==> config.mk <==
export PLATFORM = sky130hd
export DESIGN_NAME = fetch_pc
export DESIGN_NICKNAME = d
export VERILOG_FILES = /design/src/rtl/fetch_pc.sv
export SDC_FILE = /design/constraint.sdc
export NUM_CORES = 1
export LEC_CHECK = 0
export CAP_MARGIN = 25
export CORE_UTILIZATION = 43
export CTS_CLUSTER_SIZE = 40
export DETAILED_ROUTE_END_ITERATION = 12
export MAX_ROUTING_LAYER = met4
export PLACE_DENSITY = 0.89
export RECOVER_POWER = 100
export REMOVE_ABC_BUFFERS = 1
export SLEW_MARGIN = 20
export SYNTH_ARGS = -nofsm -noshare
export SYNTH_HDL_FRONTEND = slang
export SYNTH_SLANG_ARGS = --single-unit
==> constraint.sdc <==
create_clock -name clk -period 2.3 [get_ports clk]
set_input_delay 0.46 -clock clk [delete_from_list [all_inputs] [get_ports clk]]
set_output_delay 0.46 -clock clk [all_outputs]
set_load 0.05 [all_outputs]
==> src/rtl/fetch_pc.sv <==
// fetch_pc: instruction-fetch / PC stage with one outstanding imem request and a registered decode slot.
// Optional feature: define FETCH_MISALIGN_EN to halt on a misaligned redirect target instead of aligning it.
module fetch_pc #(
  parameter int unsigned       DWIDTH   = 32,
  parameter logic [DWIDTH-1:0] RESET_PC = '0
) (
  input  logic              clk,
  input  logic              nrst,
  output logic              imem_req,
  output logic [DWIDTH-1:0] imem_addr,
  input  logic              imem_ready,
  input  logic              imem_rvalid,
  input  logic [31:0]       imem_rdata,
  output logic              inst_valid,
  output logic [31:0]       inst,
  output logic [DWIDTH-1:0] inst_pc,
  input  logic              dec_ready,
  input  logic              is_branch,
  input  logic              brnch,
  input  logic              jump,
  input  logic [DWIDTH-1:0] target,
  output logic              misalign_err
);

  localparam logic [31:0] NOP = 32'h00000013;

`ifdef FETCH_MISALIGN_EN
  typedef enum logic [1:0] {IDLE, FETCH, WAIT, HALT} state_t;
`else
  typedef enum logic [1:0] {IDLE, FETCH, WAIT} state_t;
`endif

  state_t            state_q, state_d;
  logic [DWIDTH-1:0] pc_q, pc_d;
  logic              squash_q, squash_d;
  logic              instValid_q, instValid_d;
  logic [31:0]       inst_q, inst_d;
  logic [DWIDTH-1:0] instPc_q, instPc_d;

  logic              redirect;
  logic              accept;
  logic [DWIDTH-1:0] tgtAligned;

  assign redirect   = (is_branch & brnch) | jump;
  assign accept     = imem_req & imem_ready;
  assign tgtAligned = target & {{(DWIDTH-2){1'b1}}, 2'b00};

  // Request depends only on registered state and decode back-pressure, never on redirect.
  always_comb begin
    imem_req  = 1'b0;
    imem_addr = pc_q;
    if (!nrst || state_q == IDLE) begin
      imem_addr = RESET_PC;
    end else if (state_q == FETCH) begin
      imem_req = !instValid_q | dec_ready;
    end
  end

`ifdef FETCH_MISALIGN_EN
  logic misalign_q, misalign_d;
  logic misaligned;
  assign misaligned = |target[1:0];
`endif

  always_comb begin
    state_d     = state_q;
    pc_d        = pc_q;
    squash_d    = squash_q;
    instValid_d = instValid_q;
    inst_d      = inst_q;
    instPc_d    = instPc_q;
`ifdef FETCH_MISALIGN_EN
    misalign_d  = 1'b0;
`endif

    if (instValid_q && dec_ready) begin
      instValid_d = 1'b0;
    end

    case (state_q)
      IDLE: state_d = FETCH;
      FETCH: begin
        if (accept) begin
          state_d = WAIT;
        end
      end
      WAIT: begin
        if (imem_rvalid) begin
          state_d = FETCH;
          if (squash_q) begin
            squash_d = 1'b0;
          end else begin
            inst_d      = imem_rdata;
            instPc_d    = pc_q;
            instValid_d = 1'b1;
            pc_d        = pc_q + DWIDTH'(4);
          end
        end
      end
`ifdef FETCH_MISALIGN_EN
      HALT: state_d = HALT;
`endif
      default: state_d = IDLE;
    endcase

    // Redirect overrides any capture; an in-flight request stays marked for discard.
    if (redirect && (state_q == FETCH || state_q == WAIT)) begin
      instValid_d = 1'b0;
      inst_d      = inst_q;
      instPc_d    = instPc_q;
      squash_d    = (state_d == WAIT);
`ifdef FETCH_MISALIGN_EN
      if (misaligned) begin
        pc_d       = pc_q;
        misalign_d = 1'b1;
        state_d    = HALT;
      end else begin
        pc_d = tgtAligned;
      end
`else
      pc_d = tgtAligned;
`endif
    end
  end

  always_ff @(posedge clk) begin
    if (!nrst) begin
      state_q     <= IDLE;
      pc_q        <= RESET_PC;
      squash_q    <= 1'b0;
      instValid_q <= 1'b0;
      inst_q      <= NOP;
      instPc_q    <= '0;
    end else begin
      state_q     <= state_d;
      pc_q        <= pc_d;
      squash_q    <= squash_d;
      instValid_q <= instValid_d;
      inst_q      <= inst_d;
      instPc_q    <= instPc_d;
    end
  end

`ifdef FETCH_MISALIGN_EN
  always_ff @(posedge clk) begin
    if (!nrst) begin
      misalign_q <= 1'b0;
    end else begin
      misalign_q <= misalign_d;
    end
  end
  assign misalign_err = misalign_q;
`else
  assign misalign_err = 1'b0;
`endif

  assign inst_valid = instValid_q;
  assign inst       = inst_q;
  assign inst_pc    = instPc_q;

endmodule
# ---- Word-level counts from Yosys, hierarchy flattened
# Index checks and enable logic that the tools add are counted.
dict set report totals {
  reg_bits 100
  inputBits 72
  elab_cells 50
}
dict set report op_classes {
  muxes 17
  add_sub_neg 1
  n_eq_ne 4
  bitwise 7
  reduce_logical 14
}
# op n
set op_table {}
lappend op_table {{two-way mux 32 bit} 5}
lappend op_table {{adder 32 x 3 -> 32 bit (second input constant)} 1}
lappend op_table {{two-way mux 1 bit} 9}
lappend op_table {{case mux 2 bit (3 select lines)} 1}
lappend op_table {{AND reduction 3 bit} 2}
lappend op_table {{equality test 2 bit (second input constant)} 2}
lappend op_table {{two-way mux 2 bit} 2}
lappend op_table {{AND reduction 4 bit} 1}
lappend op_table {{nonzero test 2 bit} 2}
lappend op_table {{NOT 1 bit} 3}
lappend op_table {{AND 1 bit} 2}
lappend op_table {{equality test 2 x 1 -> 1 bit (second input constant)} 1}
lappend op_table {{logical AND 1 bit} 2}
lappend op_table {{zero test 1 bit} 2}
lappend op_table {{zero test 2 bit} 1}
lappend op_table {{logical OR 1 bit} 2}
lappend op_table {{!= test 2 x 1 -> 1 bit (second input constant)} 1}
lappend op_table {{OR 1 bit} 2}
lappend op_table {{AND reduction 2 bit} 1}
lappend op_table {{OR reduction 2 bit} 1}

# ---- Depth between registers and ports, before layout
dict set report depth {
  ltp_word 9
  mapped_depth 8
  ltp_nobuf 7
}

# ---- Least setup slack after synthesis
# No wires, ideal clock.
dict set report synth_path {
  path_kind {input-to-output}
  from {input nrst}
  to {output imem_addr[24]}
  stages 5
  required_ps 1840
  path_slack_ps -328
  path_buffers 3
  arrival_time_ps 2168
  path_cell_list {buf_2 > inv_1 > clkbuf_1 > buf_1 > nor3_1}
}
dict set report synth_via {
  elab_chain_len 3
}
# element line
set synth_lines {}
lappend synth_lines {{start, declared} 8} ;# input logic nrst,
lappend synth_lines {{zero test 1 bit} n/a}
lappend synth_lines {{logical OR 1 bit} 52} ;# if (!nrst || state_q == IDLE) begin
lappend synth_lines {{two-way mux 32 bit} 52}
lappend synth_lines {{end, declared} 10} ;# output logic [DWIDTH-1:0] imem_addr,
# Every way passes these cells.

# ---- Worst setup path after layout
# Ends and elaborated chain as after synthesis.

==> metrics.md <==
| Metric | Value |
|---|---|
| Fraction of synthesized area in multiplexers | 0% |
| Final RePlAce weighted congestion | 0.890 |
| Number of instances in the synthesized netlist | 535 |
| Path category of the worst min-delay check | flip-flop to flip-flop |
| Series of cell instances along the critical path | clkdlybuf4s50_1, buf_4, inv_2, nor3_1, buf_4, buf_12 |
| Remaining global-route overflow | 0 |
| Slew margin rel. | 64.5% |
| Remaining routing DRC violations | 0 |
| Simple-gate share of the synthesized area | 27.6% |
| Leading cell type in the layout, fill and taps excluded | nand2_1 |
| Proportion of layout cells with a drive suffix above 1 | 12.3% |
| Die height | 102 um |
| TritonCTS clock tree | done |
| Violation count after the first detailed-routing iteration | 194 |
| Latest clock arrival within the worst-skew pair | 360 ps |
| Path type of the worst setup path | input port to primary output |
| Initial antenna violation count | 0 |
| Clock sink count | 96 |
| Routed wire length | 12,200 um |
| CP Data Required Time | 1840 ps |
| Power Total | 3.26 mW |
| Unrepaired setup endpoints after global routing | true |
| Area added between synthesis and finish | 54.4% |
| Number of max-slew violations in the final report | 0 |
| Buffering stage count on the worst path with inverters included | 5 |
| Startpoint kind of the worst setup timing path | input port |
| Clock Skew | 12.3 ps |
| Arrival @ worst endpoint | 1800 ps |
| Leakage power | 2.32 nW |
| Total half-perimeter wirelength after legalization and detailed placement | 9060 um |
| Diodes inserted | 0 |
| Most used cell, CP | buf_4 |
| Syn Area/Cell | 7.98 um^2 |
| Run status | finished clean |
| Vias after detailed routing | 4,214 |
| Effective utilization at floorplan | 44.1% |
| Hold Buf Count CTS | 0 |
| Count of max-cap constraint violations | 0 |
| Maximum number of pins on one net before global-route repair | 50 |
| Distinct cell type count of the synthesized netlist | 41 |
| Final Hold Violating Endpoints | 0 |
| Slowest cell delay on critical path | 550 ps |
| Achievable frequency | 442 MHz |
| Part of the Yosys area used for sequential elements | 45.0% |
| Number of vias per cell | 5.07 |
| Yosys warning count | 0 |
| Flop and latch count out of synthesis | 96 |
| Power per cell area | 494 nW/um^2 |
| Largest voltage drop on the vdd net | 0.374 mV |
| Final layout net count | 770 |
| Final worst path period need | 2260 ps |
| Xor and xnor fraction of the mapped netlist area | 5.95% |
| Quantity of I/O buffers inserted on ports | 163 |
| Compound-gate portion of the synthesized area | 14.9% |
| Bufs on Longest Clock Path | 2 |
| Core ar. | 9680 um^2 |
| Dominant combinational cell family by area after synthesis | simple AND/OR/NAND/NOR gates |
| Slew of the pin with the lowest slew margin | 533 ps |
| Fin util | 68.1% |
| Clock-pin slew on the worst setup and hold paths | 90 ps |
| Final worst-path cycle share | 98.4% |
| Clk root buf | clkbuf_8 |
| Post-Syn Area | 4270 um^2 |
| Setup slack on the worst flop-to-flop path | 230 ps |
| Post-synthesis share of cell area spent on full adders, half adders and majority gates | 1.46% |
| Crit path max-delay cell type | clkdlybuf4s50_1 |
| Num rows | 36 |
| Crit path max fanout | 7 |
| Vias in the first global route | 4,033 |
| CP endpoint kind | primary output |
| Top library cells by usage in the layout, fill and taps aside | nand2_1, clkdlybuf4s50_1, dfxtp_1, a21oi_1, buf_12 |
| Die outline area | 10,300 um^2 |
| Setup violation total in the final timing report | 0 |
| H-tree depth reported by CTS | 3 |
| Worst setup slack before clock tree synthesis | -40.3 ps |
| Wire length of the first global-routing pass | 19,500 um |
| DR WL/cell | 14.7 um |
| Total I/O pin count | 171 |
| Slack of the critical path | 36.6 ps |
| Die extent in x | 102 um |
| Remaining number of nets flagged by the antenna check after routing | 0 |
| Num CTS Buffers | 9 |
| Detailed-router iteration count before antenna repair | 4 |
| Cell family with most CP delay | buffers and inverters |
| Global Route Usage Sum | 25.0% |
-- cells by family (layout without fill, tap and decap cells) --
logic type                 after synthesis  in the layout
and+or+nand+nor                        242            242
AOI/OAI and AO/OA                      114            114
DFF                                     96             96
buffers and inverters                   48            207
xor gates and xnor gates                29             29
adders and majority gates                5              5
other                                    1              5
-- Yosys cell counts (all sizes together) --
master   number  area [um^2]
buf          17         97.6
a2111oi       1         15.0
nand4        14          103
nand3b        1         20.0
nor4          5         58.8
nand3        15         75.1
nor3b         1         7.51
clkbuf       24         90.1
conb          1         3.75
and3b         1         8.76
and4          3         26.3
a21o          1         7.51
o21bai        1         7.51
and3          5         31.3
o2bb2ai       2         17.5
xor2         20          175
dfxtp        96         1920
and2         28          175
nor2         17         73.8
ha            5         62.6
nand2b        1         6.26
a211oi       10         90.1
nand4b        1         8.76
o21ai        20          100
nor3          5         36.3
nor2b         1         6.26
a21oi        78          390
inv           7         26.3
nand2       144          541
xnor2         9         78.8
a311oi        1         8.76
-- timing repair --
| item | 4_1_cts | 5_1_grt |
|---|---|---|
| resized for setup | 2 | 2 |
| pin swaps | 0 | 0 |
| buffers inserted | 0 | 0 |
| hold endpoints to repair | 0 | 0 |
| cloned | 0 | 0 |
| endpoints found under the setup margin | 28 | 28 |
-- layer usage --
layer  GRT usage [%]  wire length, um  vias up
met2            43.0             6200      153
met4            9.92              255        0
li1                -                -     2094
met3            4.28              820       20
met5               -                0        -
met1            29.0             4970     1947
-- through the flow --
step | cells | cell area (um^2) | TNS [ps] | hold WS [ps]
after floorplan | 498 | 4100 | -60240 | 432
after global placement | 815 | 6410 | 0 | 440
after detailed placement | 815 | 6410 | -40.3 | 446
after CTS | 831 | 6600 | 0 | 459
after global routing | 831 | 6590 | -2.81 | 477
final | 831 | 6590 | 0 | 456
-- flip-flops by register name, indices dropped and copies added, names as in the netlist --
| signal | count |
|---|---|
| state_q | 2 |
| inst_pc | 30 |
| squash_q | 1 |
| inst | 32 |
| inst_valid | 1 |
| pc_q | 30 |
-- cell type report --
| cell class | count | area [um^2] |
|---|---|---|
| Tap cell | 133 | 166 |
| Fill cell | 774 | 3090 |
| Clock buffer | 11 | 151 |
| Clock inverter | 5 | 31.3 |
| Timing Repair Buffer | 184 | 2130 |
| Inverter | 7 | 26.3 |
| Sequential cell | 96 | 1920 |
| Multi-Input combinational cell | 395 | 2160 |
-- report_power, final --
part	switching (mW)	internal, mW
Combinational	0.228	0.235
Clock	0.570	0.449
Sequential	0.0670	1.71
-- worst paths after layout --
kind / endpoint / cells after the start / startpoint
worst max-delay path: imem_addr[24] / 6 / nrst
worst min-delay path: inst_pc[22]$_SDFFE_PN0P_ / 2 / inst_pc[22]$_SDFFE_PN0P_
worst max register to register: pc_q[21]$_SDFFE_PN0P_ / 8 / state_q[0]$_SDFF_PN0_
worst min register to register: inst_pc[22]$_SDFFE_PN0P_ / 2 / inst_pc[22]$_SDFFE_PN0P_
-- worst register-to-register path, stage by stage (launching register included) --
cell and delay [ps]:
dfxtp_2 350, inv_1 90, ha_1 250, nand3b_1 310, nor3_4 350, buf_12 160
nand3_1 100, xor2_1 160, a211oi_1 220
(Power assumes the default switching activity.)
